==> src/rtl/adder_pkg.sv <==
// ============================================================================
// Module   : adder_pkg
// Purpose  : Shared constants and helpers for the pipelined adder.
//            Holds the mode encoding and the per-stage chunk width calculation.
// Revision : 1.0 - initial release
// ============================================================================
`default_nettype none

package adder_pkg;

   // Mode encoding carried on the 'sub' input
   localparam logic ADD = 1'b0;
   localparam logic SUB = 1'b1;

   // Width of the slice each stage adds. Returns 0 for an illegal
   // configuration so the caller can raise an elaboration error.
   function automatic int chunk_width(input int bit_width, input int num_stages);
      if ((bit_width < 2) || (num_stages < 1) || ((bit_width % num_stages) != 0)) begin
         return 0;
      end
      return bit_width / num_stages;
   endfunction

endpackage : adder_pkg

`default_nettype wire

==> src/rtl/adder_pipelined_if.sv <==
// ============================================================================
// Module   : adder_pipelined_if
// Purpose  : Valid/ready operand and result bundle of the pipelined adder.
//            'master' drives operands and consumes results; 'slave' is the
//            adder itself.
// Revision : 1.0 - initial release
// ============================================================================
`default_nettype none

interface adder_pipelined_if #(
   parameter int BIT_WIDTH = 8
);
   logic                 in_valid;
   logic                 in_ready;
   logic [BIT_WIDTH-1:0] a;
   logic [BIT_WIDTH-1:0] b;
   logic                 carry_in;
   logic                 sub;
   logic                 out_valid;
   logic                 out_ready;
   logic [BIT_WIDTH-1:0] sum;
   logic                 carry_out;
   logic                 overflow;

   modport master (
      output in_valid, a, b, carry_in, sub, out_ready,
      input  in_ready, out_valid, sum, carry_out, overflow
   );

   modport slave (
      input  in_valid, a, b, carry_in, sub, out_ready,
      output in_ready, out_valid, sum, carry_out, overflow
   );
endinterface : adder_pipelined_if

`default_nettype wire

==> src/rtl/adder_chunk.sv <==
// ============================================================================
// Module   : adder_chunk
// Purpose  : Combinational WIDTH-bit adder slice with carry in/out. Also
//            reports the carry into its MSB so the final slice can derive
//            signed overflow as (carry into MSB) xor (carry out of MSB).
// Revision : 1.0 - initial release
// ============================================================================
`default_nettype none

module adder_chunk #(
   parameter int WIDTH = 4
) (
   input  wire logic [WIDTH-1:0] a,
   input  wire logic [WIDTH-1:0] b,
   input  wire logic             carry_in,
   output logic      [WIDTH-1:0] sum,
   output logic                  carry_out,
   output logic                  msb_carry_in
);

   logic [WIDTH:0] w_full;

   assign w_full       = {1'b0, a} + {1'b0, b} + {{WIDTH{1'b0}}, carry_in};
   assign sum          = w_full[WIDTH-1:0];
   assign carry_out    = w_full[WIDTH];
   // Sum bit = a ^ b ^ carry-in, so the MSB carry-in falls out directly
   assign msb_carry_in = a[WIDTH-1] ^ b[WIDTH-1] ^ w_full[WIDTH-1];

endmodule : adder_chunk

`default_nettype wire

==> src/rtl/adder_pipelined.sv <==
// ============================================================================
// Module   : adder_pipelined
// Purpose  : Carry-pipelined add/subtract unit. Stage k adds operand slice k
//            plus the carry registered by stage k-1; unconsumed operand bits
//            ride along in skew registers and finished sum slices are carried
//            forward so the full result lines up at the last stage. A single
//            global advance (output empty or accepted) stalls every stage.
//            Optional build macro: ADDER_SATURATE_EN clamps the sum to the
//            most positive / most negative value on signed overflow.
// Revision : 1.0 - initial release
// ============================================================================
`default_nettype none

module adder_pipelined
   import adder_pkg::*;
#(
   parameter int BIT_WIDTH  = 8,
   parameter int NUM_STAGES = 2
) (
   input wire logic          clk,
   input wire logic          rst,
   adder_pipelined_if.slave  bus
);

   localparam int CHUNK = chunk_width(BIT_WIDTH, NUM_STAGES);
   // Keeps port widths legal while the error below reports a bad setup
   localparam int CW    = (CHUNK > 0) ? CHUNK : 1;

   if (CHUNK == 0) begin : g_param_check
      $error("adder_pipelined: BIT_WIDTH must be >= 2 and divisible by NUM_STAGES >= 1");
   end

   logic                 w_advance;
   logic                 w_accept;
   logic [BIT_WIDTH-1:0] w_b_eff;
   logic                 w_cin_eff;

   // The whole pipe moves only when the result slot is empty or being taken
   assign w_advance    = !bus.out_valid || bus.out_ready;
   assign bus.in_ready = w_advance;
   assign w_accept     = bus.in_valid && w_advance;

   // Subtract is a + ~b + 1; carry_in only matters in add mode
   assign w_b_eff   = (bus.sub == SUB) ? ~bus.b : bus.b;
   assign w_cin_eff = (bus.sub == SUB) ? 1'b1 : bus.carry_in;

   for (genvar k = 0; k < NUM_STAGES; k++) begin : g_stage
      logic                 w_vin;
      logic                 w_cin;
      logic [BIT_WIDTH-1:0] w_a_in;
      logic [BIT_WIDTH-1:0] w_b_in;
      logic [BIT_WIDTH-1:0] w_sum_prev;
      logic [BIT_WIDTH-1:0] w_sum_next;
      logic [CW-1:0]        w_chunk_sum;
      logic                 w_cout;
      logic                 w_msb_cin;

      logic                 r_valid;
      logic                 r_carry;
      logic [BIT_WIDTH-1:0] r_sum;
      logic [BIT_WIDTH-1:0] r_a;
      logic [BIT_WIDTH-1:0] r_b;

      if (k == 0) begin : g_first
         assign w_vin      = w_accept;
         assign w_cin      = w_cin_eff;
         assign w_a_in     = bus.a;
         assign w_b_in     = w_b_eff;
         assign w_sum_prev = '0;
      end else begin : g_next
         assign w_vin      = g_stage[k-1].r_valid;
         assign w_cin      = g_stage[k-1].r_carry;
         assign w_a_in     = g_stage[k-1].r_a;
         assign w_b_in     = g_stage[k-1].r_b;
         assign w_sum_prev = g_stage[k-1].r_sum;
      end

      adder_chunk #(
         .WIDTH (CW)
      ) u_chunk (
         .a            (w_a_in[k*CW +: CW]),
         .b            (w_b_in[k*CW +: CW]),
         .carry_in     (w_cin),
         .sum          (w_chunk_sum),
         .carry_out    (w_cout),
         .msb_carry_in (w_msb_cin)
      );

      // Merge this stage's slice into the partial sum carried forward
      always_comb begin
         w_sum_next               = w_sum_prev;
         w_sum_next[k*CW +: CW]   = w_chunk_sum;
      end

      // Stage register: valid slot, carry, partial sum and operand skew
      always_ff @(posedge clk or posedge rst) begin
         if (rst) begin
            r_valid <= 1'b0;
            r_carry <= 1'b0;
            r_sum   <= '0;
            r_a     <= '0;
            r_b     <= '0;
         end else if (w_advance) begin
            r_valid <= w_vin;
            r_carry <= w_cout;
            r_sum   <= w_sum_next;
            r_a     <= w_a_in;
            r_b     <= w_b_in;
         end
      end

      if (k == NUM_STAGES - 1) begin : g_last
         logic r_ovf;

         // Signed overflow of the complete word, captured with the last slice
         always_ff @(posedge clk or posedge rst) begin
            if (rst) begin
               r_ovf <= 1'b0;
            end else if (w_advance) begin
               r_ovf <= w_msb_cin ^ w_cout;
            end
         end

         assign bus.out_valid = r_valid;
         assign bus.carry_out = r_carry;
         assign bus.overflow  = r_ovf;

`ifdef ADDER_SATURATE_EN
         logic r_pos;

         // On overflow both operand signs agree, so A's sign picks the direction
         always_ff @(posedge clk or posedge rst) begin
            if (rst) begin
               r_pos <= 1'b0;
            end else if (w_advance) begin
               r_pos <= ~w_a_in[BIT_WIDTH-1];
            end
         end

         assign bus.sum = !r_ovf ? r_sum :
                          r_pos  ? {1'b0, {(BIT_WIDTH-1){1'b1}}} :
                                   {1'b1, {(BIT_WIDTH-1){1'b0}}};
`else
         assign bus.sum = r_sum;
`endif
      end
   end

endmodule : adder_pipelined

`default_nettype wire
==> src/flat_wrapper.sv <==
// flat-port wrapper written by rule: the top's interface ports become plain ports
module adder_pipelined_flat import adder_pkg::*;
#(
   parameter int BIT_WIDTH  = 8,
   parameter int NUM_STAGES = 2
)
  (clk, rst, bus_in_valid, bus_a, bus_b, bus_carry_in, bus_sub, bus_out_ready, bus_in_ready, bus_out_valid, bus_sum, bus_carry_out, bus_overflow);
  adder_pipelined_if #(.BIT_WIDTH(BIT_WIDTH)) bus_i ();
  input wire logic clk;
  input wire logic rst;
  input wire logic [$bits(bus_i.in_valid)-1:0] bus_in_valid;
  input wire logic [$bits(bus_i.a)-1:0] bus_a;
  input wire logic [$bits(bus_i.b)-1:0] bus_b;
  input wire logic [$bits(bus_i.carry_in)-1:0] bus_carry_in;
  input wire logic [$bits(bus_i.sub)-1:0] bus_sub;
  input wire logic [$bits(bus_i.out_ready)-1:0] bus_out_ready;
  output wire logic [$bits(bus_i.in_ready)-1:0] bus_in_ready;
  output wire logic [$bits(bus_i.out_valid)-1:0] bus_out_valid;
  output wire logic [$bits(bus_i.sum)-1:0] bus_sum;
  output wire logic [$bits(bus_i.carry_out)-1:0] bus_carry_out;
  output wire logic [$bits(bus_i.overflow)-1:0] bus_overflow;
  assign bus_i.in_valid = bus_in_valid;
  assign bus_i.a = bus_a;
  assign bus_i.b = bus_b;
  assign bus_i.carry_in = bus_carry_in;
  assign bus_i.sub = bus_sub;
  assign bus_i.out_ready = bus_out_ready;
  assign bus_in_ready = bus_i.in_ready;
  assign bus_out_valid = bus_i.out_valid;
  assign bus_sum = bus_i.sum;
  assign bus_carry_out = bus_i.carry_out;
  assign bus_overflow = bus_i.overflow;
  adder_pipelined #(.BIT_WIDTH(BIT_WIDTH), .NUM_STAGES(NUM_STAGES)) u_core (.clk(clk), .rst(rst), .bus(bus_i));
endmodule
==> config.mk <==
export PLATFORM = sky130hd
export DESIGN_NAME = adder_pipelined_flat
export DESIGN_NICKNAME = d
export VERILOG_FILES = /design/src/rtl/adder_pkg.sv /design/src/rtl/adder_pipelined_if.sv /design/src/rtl/adder_chunk.sv /design/src/rtl/adder_pipelined.sv /design/src/flat_wrapper.sv
export SDC_FILE = /design/constraint.sdc
export NUM_CORES = 1
export LEC_CHECK = 0
export CAP_MARGIN = 25
export CORE_MARGIN = 1.5
export CORE_UTILIZATION = 30
export DETAILED_ROUTE_END_ITERATION = 7
export PLACE_DENSITY_LB_ADDON = 0.05
export SETUP_SLACK_MARGIN = 0.15
export SLEW_MARGIN = 20
export SYNTH_ARGS = -nofsm -noshare
export SYNTH_HDL_FRONTEND = slang
export SYNTH_HIERARCHICAL = 1
export SYNTH_SLANG_ARGS = --single-unit
==> constraint.sdc <==
create_clock -name clk -period 1.8 [get_ports clk]
set_input_delay 0.36 -clock clk [delete_from_list [all_inputs] [get_ports clk]]
set_output_delay 0.36 -clock clk [all_outputs]
set_load 0.005 [all_outputs]
==> run metrics, run 1 <==
antenna violations before repair=0; routed wire length=2550 um; # diodes=0; Commonest cells post-synth=dfrtp_1, mux2_4, xor2_1, inv_1; layout cell share with drive strength beyond 1=39.7%; number of storage elements in the synthesis netlist=25; number of fill cells in the layout=430; Post-layout nets=184; Synth area leaders=dfrtp_1, mux2_4, xor2_1, fa_1, ha_1; fin. max-slew vios=0; H-tree depth reported by CTS=1; floorplan row count=24; delay of the slowest cell on the worst path=0.41 ns; cell area power density=1040 nW/um^2; Max transition margin=78.7%; internal power=1.54 mW; violated checks=setup timing; worst hold slack=0.438 ns; clock transition at the registers of the reported paths=0.09 ns; effective utilization at floorplan=31.6%; combinational power share=44.4%; synthesized instance count=100; WP buf/inv=1; die height=71.5 um; TritonCTS sink count=25; Final ANT Viol Nets=0; synthesized area per cell=around 14 um^2; CP Data Arrival Time=around 2.0 ns; max_cap viols=0; count of unique library cells instantiated by Yosys=20; RSZ-0062 raised after global routing=true; total of hold buffers inserted after clock tree synthesis=0; number of search-and-repair iterations in the first detailed-routing pass=5; first-pass GRT wire length=4480 um; post-route cell area=approximately 2000 um^2; Leakage=0.971 nW; critical path startpoint category=flop; CTS tree=yes; via count of the first global-routing pass=958; most frequently used cell type in the post-synthesis netlist=dfrtp_1; Worst Tran Pin Value=0.319 ns; clock insertion delay at the later pin of the skew report=roughly 0.27 ns; syn nets=132; die area=between 5000 and 6000 um^2; drt wl/cell=12.6 um; Switching Power=0.559 mW; total overflow reported by the global router=0; storage element area=626 um^2; required time of the worst setup path=1.96 ns; Num CTS Buffers=3; horizontal die dimension=71.5 um; cell repeated most along the worst path=fa_2; cell chain of the critical path=fa_2, inv_2, fa_2, nor2b_1, o21ai_1, nand2b_1, xor2_1, mux2_4; clock root buffer=clkbuf_8; primary flip-flop cell chosen by synthesis mapping=dfrtp_1; Setup Skew=0.00389 ns; largest fanout on the critical path=2; capturing element type of the critical path=flop; Total Neg Setup Slack=-0.0602 ns; I/O pin total=34; Placed Cells=196; via density per instance=4.31; Std-Cell Core Area=approximately 4400 um^2; total area of multi-input combinational cells=~750 um^2; Final Setup Violations=2; final critical-path share of the clock period=102%; final core utilization=45.6%; fin cells=between 200 and 250; fraction of synthesis flops using an asynchronous set or reset pin=100%; number of synthesized flops with an enable pin=0; Area Growth Syn to Fin=44.0%; result of the run=finished with violations; Final Worst Setup Slack=-0.0399 ns; pin count of the biggest net entering global routing=26; share of the yosys chip area belonging to registers=44.5%; Final Hold Fails=0; area share of the leading cell type in the synthesized netlist=44.5%; kind of cell with the highest combined delay on the critical path=adder cells; peak supply drop=about 0.39 mV; area of the mapped netlist=~1400 um^2; GRT Resource Usage Total=11.3%; Clk network pwr share=15.8%; Highest Clock Rate=0.543 GHz; CP max stage cell=dfrtp_1; post-detailed-route DRC marker count=0; power share of the sequential group=39.7%; routability-driven placement congestion ratio=roughly 0.80; cell taking the most area after synthesis=dfrtp_1; Placed Area=1910 um^2; Vias=875; switching part of the total=26.6%; Hold WC Path Type=in -> async; Synthesis Warnings=6; buffers from clock root to sink, at most=2; type of the worst setup path=reg -> reg; violation count after the first detailed-routing iteration=18; input/output buffers=33; minimum period implied by the final worst setup slack=about 1.8 ns
power groups by stage:
| stage | clock network, mW | registers, mW | logic (mW) |
|---|---|---|---|
| finish | 0.333 | 0.836 | 0.935 |
| global route | 0.376 | 0.865 | 1.02 |
| CTS | 0.359 | 0.841 | 0.908 |
| detailed placement | 0 | 0.851 | 0.896 |
| global placement | 0 | 0.844 | 0.886 |
| floorplan | 0 | 0.839 | 0.504 |
layout by cell type (no fill, tap or decap), types with 3 or more instances in the layout:
cell type        count
dlygate4sd2_1        4
fa_2                 4
xor2_1              10
clkdlybuf4s50_1     25
buf_4               14
dfrtp_1             25
clkbuf_8             3
nand2b_1             3
mux2_4              19
buf_6                4
inv_1                7
ha_1                 5
mux2_2               5
state kept, by name, summed over array words and instances, names as in the netlist:
| signal | flops |
|---|---|
| u_core/bus.carry_out | 1 |
| u_core/bus.out_valid | 1 |
| u_core/bus.overflow | 1 |
| u_core/bus.sum | 8 |
| u_core/g_stage.r_a | 4 |
| u_core/g_stage.r_b | 4 |
| u_core/g_stage.r_carry | 1 |
| u_core/g_stage.r_sum | 4 |
| u_core/g_stage.r_valid | 1 |
worst reg2reg max path, stage by stage (launching register included):
cell and delay [ns]:
dfrtp_1 0.41, fa_2 0.41, inv_2 0.07, fa_2 0.19, nor2b_1 0.04, o21ai_1 0.11
nand2b_1 0.09, xor2_1 0.15, mux2_4 0.25
final cells by class:
| cell class | count | area share, % |
|---|---|---|
| flip-flops and latches | 25 | 30.9 |
| multi-input cells | 62 | 37.2 |
| inverters | 9 | 1.67 |
| clock buffers | 4 | 2.22 |
| well taps | 52 | 3.21 |
| repair buffers | 51 | 24.8 |
through the flow:
step	total power, mW	setup WS, ns
6_report	2.10	-0.0399
3_5_place_dp	1.75	-0.592
2_1_floorplan	1.34	-0.130
3_3_place_gp	1.73	-0.567
4_1_cts	2.11	-0.0590
5_1_grt	2.26	-0.142
timing repair:
item	4_1_cts	5_1_grt
buffers inserted	0	3
pin swaps	13	6
resized for setup	22	7
endpoints found under the setup margin	9	7
per-layer routing:
metal	up-vias	wire length (um)	GRT usage, %	share of wire (%)
met5	-	0	0	0
met4	0	39	5.03	1.5
met3	4	131	2.81	5.1
met2	23	1230	18.5	48
met1	421	1150	14.2	45
li1	427	-	-	-
logic make-up after synthesis:
group | synth area share (%)
xor gates and xnor gates | 8.10
and+or+nand+nor | 4.89
muxes | 24.0
adders and majority gates | 11.0
buffers and inverters | 6.05
AOI/OAI and AO/OA | 1.42
DFF | 44.5
final timing paths:
path,end,slack (ns),start,depth (start not counted)
max in group asynchronous,u_core/g_stage[0].r_valid,1.12,rst,3
worst max-delay path,u_core/bus.overflow,-0.04,u_core/g_stage[0].r_a[4],8
worst max register to register,u_core/bus.overflow,-0.04,u_core/g_stage[0].r_a[4],8
min in group clk,u_core/bus.out_valid,0.46,u_core/g_stage[0].r_valid,1
worst min register to register,u_core/bus.out_valid,0.46,u_core/g_stage[0].r_valid,1
worst min-delay path,u_core/bus.sum[4],0.44,rst,3
(Power assumes the default switching activity.)
==> inputs of run 2 (changes only) <==
==> constraint.sdc (replaced) <==
create_clock -name clk -period 1.8 [get_ports clk]
set_input_delay 0.45 -clock clk [delete_from_list [all_inputs] [get_ports clk]]
set_output_delay 0.45 -clock clk [all_outputs]
set_load 0.005 [all_outputs]
==> run metrics, run 2 (same netlist as run 1, synthesis figures left out) <==
# diodes=0 (unchanged); number of search-and-repair iterations in the first detailed-routing pass=5 (unchanged); fin cells=202 (was 203); cell area power density=1040 nW/um^2 (about the same); R2R Path Start=u_core/g_stage[0].r_a[4] (unchanged); final critical-path share of the clock period=104% (was 102%); cell depth of the worst hold path=1; minimum period implied by the final worst setup slack=1.87 ns (was 1.84 ns); I/O pin total=34 (unchanged); total of hold buffers inserted after clock tree synthesis=0 (unchanged); capturing element type of the critical path=flop (unchanged); die height=71.5 um (unchanged); buffers from clock root to sink, at most=2 (unchanged); via count of the first global-routing pass=970 (was 958); horizontal die dimension=71.5 um (unchanged); pin count of the biggest net entering global routing=26 (unchanged); RSZ-0062 raised after global routing=true (unchanged); post-detailed-route DRC marker count=0 (unchanged); Area Growth Syn to Fin=44.8% (was 44.0%); clock transition at the registers of the reported paths=0.09 ns (about the same); Setup WS pre-CTS=-0.698 ns (was -0.592 ns); worst hold slack=0.477 ns (was 0.438 ns); Std-Cell Core Area=4440 um^2 (unchanged); worst hold path endpoint=u_core/bus.out_valid; Total Neg Setup Slack=-0.160 ns (was -0.0602 ns); violation count after the first detailed-routing iteration=10 (was 18); die area=5110 um^2 (unchanged); drt wl/cell=12.9 um (was 12.6 um); Num CTS Buffers=3 (unchanged); GRT Resource Usage Total=11.0% (was 11.3%); input/output buffers=33 (unchanged); Setup Skew=0.00903 ns (was 0.00389 ns); Highest Clock Rate=0.535 GHz (was 0.543 GHz); Placed Cells=193 (was 196); antenna violations before repair=0 (unchanged); type of the worst setup path=reg -> reg (unchanged); CP Data Arrival Time=2.02 ns (was 2.00 ns); most common cell after layout, fill and taps aside=dfrtp_1; effective utilization at floorplan=31.6% (unchanged); violated checks=setup timing (unchanged); critical path startpoint category=flop (unchanged); Worst Tran Pin Value=0.333 ns (was 0.319 ns); Final Setup Violations=3 (was 2); via density per instance=4.27 (was 4.31); total overflow reported by the global router=0 (unchanged); FF-to-FF End=u_core/bus.sum[6] (was u_core/bus.overflow); Final ANT Viol Nets=0 (unchanged); fin. max-slew vios=0 (unchanged); clock insertion delay at the later pin of the skew report=0.27 ns (about the same); Register-to-Register Path Depth=8 (unchanged); Post-layout nets=183 (was 184); worst hold path startpoint=u_core/g_stage[0].r_valid; post-DP HPWL=1850 um; Max transition margin=77.8% (was 78.7%); largest fanout on the critical path=2 (unchanged); first-pass GRT wire length=4420 um (was 4480 um); TritonCTS sink count=25 (unchanged); max_cap viols=0 (unchanged); Final Worst Setup Slack=-0.0679 ns (was -0.0399 ns); most frequent cells in the layout=dfrtp_1, clkdlybuf4s50_1, mux2_4, buf_4, xor2_1 (was clkdlybuf4s50_1, dfrtp_1, mux2_4, buf_4, xor2_1); H-tree depth reported by CTS=1 (unchanged); result of the run=finished with violations (unchanged); Hold WC Path Type=reg -> reg (was in -> async); clock root buffer=clkbuf_8 (unchanged); layout cell share with drive strength beyond 1=43.3% (was 39.7%); register-to-register setup slack=-0.07 ns (was -0.04 ns); required time of the worst setup path=1.95 ns (was 1.96 ns); Vias=862 (was 875); CTS tree=yes (unchanged); routed wire length=2610 um (was 2550 um); Final Hold Fails=0 (unchanged); routability-driven placement congestion ratio=0.805 (was 0.797); number of flip-flops in the largest register=8 (unchanged); peak supply drop=0.544 mV (was 0.391 mV); floorplan row count=24 (unchanged); Leakage=0.974 nW (was 0.971 nW)
[run 2: cell count changes in the layout (fill, tap and decap cells not counted), moves of 2 or more]
cell    change
buf_4       -3
xor2_2      +2
xor2_1      -2
buf_2       +2
[run 2: worst max path at each step]
stage	startpoint	end	slack (ns)	cells past startpoint
after floorplan	bus_sub	u_core/g_stage[0].r_carry	-0.22	9
after global placement	bus_sub	u_core/g_stage[0].r_carry	-0.66	9
after detailed placement	bus_sub	u_core/g_stage[0].r_carry	-0.70	9
after CTS	u_core/g_stage[0].r_carry	u_core/bus.overflow	-0.06	8
after global routing	u_core/g_stage[0].r_carry	u_core/bus.overflow	-0.14	8
final	u_core/g_stage[0].r_a[4]	u_core/bus.sum[6]	-0.07	8
[run 2: cell type report]
type	count	area, um^2
clock buffer	3	41.3
inverter	9	33.8
timing repair buffer	50	488
clock inverter	1	5.00
tap	52	65.1
fill	421	2410
multi-input combinational	62	777
sequential	25	626
[run 2: routing by layer]
metal | share of wire [%] | global-route usage, %
met1 | 46 | 13.5
met2 | 48 | 18.8
met3 | 4.8 | 3.80
met4 | 1.4 | 2.52
met5 | 0 | 0
[run 2: critical path, cell delays in order (launching register included)]
cell and delay (ns):
dfrtp_1 0.40, fa_2 0.23, inv_2 0.04, fa_2 0.35, buf_4 0.14, buf_6 0.10, buf_6 0.10, xnor2_1 0.12
mux2_4 0.26
[run 2: stage by stage]
| step | area (um^2) | util [%] | total power, mW |
|---|---|---|---|
| 2_1_floorplan | 1440 | - | 1.34 |
| 3_3_place_gp | 1860 | 41.9 | 1.71 |
| 3_5_place_dp | 1860 | 41.9 | 1.72 |
| 4_1_cts | 1940 | 43.8 | 2.10 |
| 5_1_grt | 2040 | 45.8 | 2.28 |
| 6_report | 2040 | 45.8 | 2.13 |
[run 2: timing repair]
action | CTS | global route
pin swaps | 7 | 5
resized for setup | 31 | 13
setup endpoints to repair | 9 | 13
setup buffers | 1 | 4
endpoints found under the hold margin | 0 | 0
[run 2: where the power goes]
group,total [mW],internal [mW],switching (mW),leakage [nW]
Clock,0.333,0.155,0.179,0.0255
Sequential,0.835,0.733,0.101,0.291
Combinational,0.958,0.662,0.296,0.657
==> inputs of run 3 (changes only) <==
--- a/config.mk
+++ b/config.mk
@@ -6,10 +6,10 @@
 export NUM_CORES = 1
 export LEC_CHECK = 0
 export CAP_MARGIN = 25
-export CORE_MARGIN = 1.5
 export CORE_UTILIZATION = 30
 export DETAILED_ROUTE_END_ITERATION = 7
 export PLACE_DENSITY_LB_ADDON = 0.05
+export RECOVER_POWER = 50
 export SETUP_SLACK_MARGIN = 0.15
 export SLEW_MARGIN = 20
 export SYNTH_ARGS = -nofsm -noshare
==> run metrics, run 3 (same netlist as run 1, synthesis figures left out) <==
total overflow reported by the global router=0 (unchanged); TritonCTS sink count=25 (unchanged); type of the worst setup path=reg -> reg (unchanged); clock insertion delay at the later pin of the skew report=0.26 ns (was 0.27 ns); post-DP HPWL=1860 um (was 1850 um); Post-layout nets=187 (was 183); CP Data Arrival Time=2.00 ns (was 2.02 ns); post-detailed-route DRC marker count=2 (was 0); met2 Track Usage GR=19.5% (was 18.8%); number of search-and-repair iterations in the first detailed-routing pass=6 (was 5); antenna violations before repair=0 (unchanged); cell repeated most along the worst path=fa_2; met3 routing resource usage after global routing=4.04% (was 3.80%); violation count after the first detailed-routing iteration=13 (was 10); critical path startpoint category=flop (unchanged); cell area power density=1020 nW/um^2 (was 1040 nW/um^2); floorplan row count=24 (unchanged); fin cells=206 (was 202); Final Hold Fails=0 (unchanged); I/O pin total=34 (unchanged); Hold WC Path Type=reg -> reg (unchanged); kind of cell with the highest combined delay on the critical path=adder cells (unchanged); first-pass GRT wire length=4460 um (was 4420 um); GR met1 Demand/Resource=14.4% (was 13.5%); fin. max-slew vios=0 (unchanged); Vias=899 (was 862); die height=70.5 um (was 71.5 um); Highest Clock Rate=0.542 GHz (was 0.535 GHz); routed wire length=2570 um (was 2610 um); pin count of the biggest net entering global routing=26 (unchanged); Final ANT Viol Nets=0 (unchanged); drt wl/cell=12.5 um (was 12.9 um); RSZ-0062 raised after global routing=true (unchanged); via density per instance=4.36 (was 4.27); Leakage=0.999 nW (was 0.974 nW); clock root buffer=clkbuf_8 (unchanged); number of fill cells in the layout=422 (was 421); via count of the first global-routing pass=978 (was 970); Max transition margin=58.4% (was 77.8%); layout cell share with drive strength beyond 1=48.1% (was 43.3%); most common cell after layout, fill and taps aside=dfrtp_1 (unchanged); routability-driven placement congestion ratio=0.826 (was 0.805); Num CTS Buffers=3 (unchanged); peak supply drop=0.346 mV (was 0.544 mV); final critical-path share of the clock period=102% (was 104%); GRT Resource Usage Total=11.7% (was 11.0%); Area Growth Syn to Fin=48.3% (was 44.8%); violated checks=DRC, setup timing (was setup timing); clock transition at the registers of the reported paths=0.08 ns (was 0.09 ns); # diodes=0 (unchanged); largest fanout on the critical path=2 (unchanged); input/output buffers=33 (unchanged); total of hold buffers inserted after clock tree synthesis=0 (unchanged); post-layout total power=2.13 mW (about the same); effective utilization at floorplan=31.6% (unchanged); Worst Tran Pin Value=0.624 ns (was 0.333 ns); H-tree depth reported by CTS=1 (unchanged); Placed Cells=193 (unchanged); CP max stage cell=dfrtp_1 (unchanged); CTS tree=yes (unchanged); Final Worst Setup Slack=-0.0449 ns (was -0.0679 ns); cell chain of the critical path=fa_2, inv_2, fa_2, nor2b_1, o21ai_1, nand2b_1, xor2_1, mux2_4 (was fa_2, inv_2, fa_2, buf_4, buf_6, buf_6, xnor2_1, mux2_4); number of flip-flops in the largest register=8 (unchanged); capturing element type of the critical path=flop (unchanged); delay of the slowest cell on the worst path=0.41 ns (was 0.40 ns); Final Setup Violations=2 (was 3); die area=4970 um^2 (was 5110 um^2); horizontal die dimension=70.5 um (was 71.5 um); most frequent cells in the layout=dfrtp_1, clkdlybuf4s50_1, mux2_4, buf_4, xor2_1 (unchanged); max_cap viols=0 (unchanged); buffers from clock root to sink, at most=2 (unchanged); result of the run=finished with violations (unchanged); WP buf/inv=1 (was 4); required time of the worst setup path=1.95 ns (about the same); Setup Skew=0.00393 ns (was 0.00903 ns); highest-utilization routing layer at the global route stage=met2 (unchanged); minimum period implied by the final worst setup slack=1.84 ns (was 1.87 ns); Std-Cell Core Area=4440 um^2 (unchanged)
-- run 3: final cells by class --
class | count | area [um^2] | share of cell area [%]
multi-input cells | 62 | 803 | 38.5
well taps | 52 | 65.1 | 3.12
inverters | 9 | 33.8 | 1.62
clock buffers | 4 | 45.0 | 2.16
flip-flops and latches | 25 | 626 | 30.0
repair buffers | 54 | 513 | 24.6
-- run 3: repair_timing --
item / 4_1_cts / 5_1_grt
resized for setup: 35 / 14
endpoints found under the setup margin: 9 / 16
pin swaps: 12 / 9
buffers inserted: 5 / 4
-- run 3: path summary, 6_finish.rpt --
path | cells past startpoint | slack [ns] | to | from
max | 8 | -0.04 | u_core/bus.overflow | u_core/g_stage[0].r_carry
max in group asynchronous | 3 | 0.62 | u_core/bus.sum[3] | rst
max reg2reg | 8 | -0.04 | u_core/bus.overflow | u_core/g_stage[0].r_carry
min | 1 | 0.48 | u_core/bus.out_valid | u_core/g_stage[0].r_valid
min reg2reg | 1 | 0.48 | u_core/bus.out_valid | u_core/g_stage[0].r_valid
min in group asynchronous | 3 | 0.78 | u_core/g_stage[0].r_carry | rst
-- run 3: routing by layer --
metal	routed length (um)	vias to the layer above
li1	-	431
met4	25	0
met2	1270	27
met1	1150	437
met3	125	4
met5	0	-
-- run 3: power breakdown --
| part | switching, mW | internal [mW] | total, mW |
|---|---|---|---|
| Clock | 0.166 | 0.158 | 0.324 |
| Combinational | 0.298 | 0.674 | 0.972 |
| Sequential | 0.102 | 0.734 | 0.836 |
-- run 3: worst reg2reg max path, stage by stage, from the launching register on --
cell	delay, ns
dfrtp_1	0.41
fa_2	0.40
inv_2	0.06
fa_2	0.19
nor2b_1	0.05
o21ai_1	0.13
nand2b_1	0.10
xor2_1	0.15
mux2_4	0.25
-- run 3: through the flow --
| step | area [um^2] | hold slack, ns | worst slack [ns] | setup TNS (ns) | utilization [%] |
|---|---|---|---|---|---|
| 3_3_place_gp | 1860 | 0.449 | -0.655 | -4.40 | 41.9 |
| 2_1_floorplan | 1440 | 0.430 | -0.220 | -0.418 | - |
| 3_5_place_dp | 1860 | 0.461 | -0.720 | -4.75 | 41.9 |
| 6_report | 2090 | 0.476 | -0.0449 | -0.0714 | 46.9 |
| 4_1_cts | 1990 | 0.483 | -0.0683 | -0.118 | 44.8 |
| 5_1_grt | 2090 | 0.510 | -0.130 | -0.300 | 46.9 |
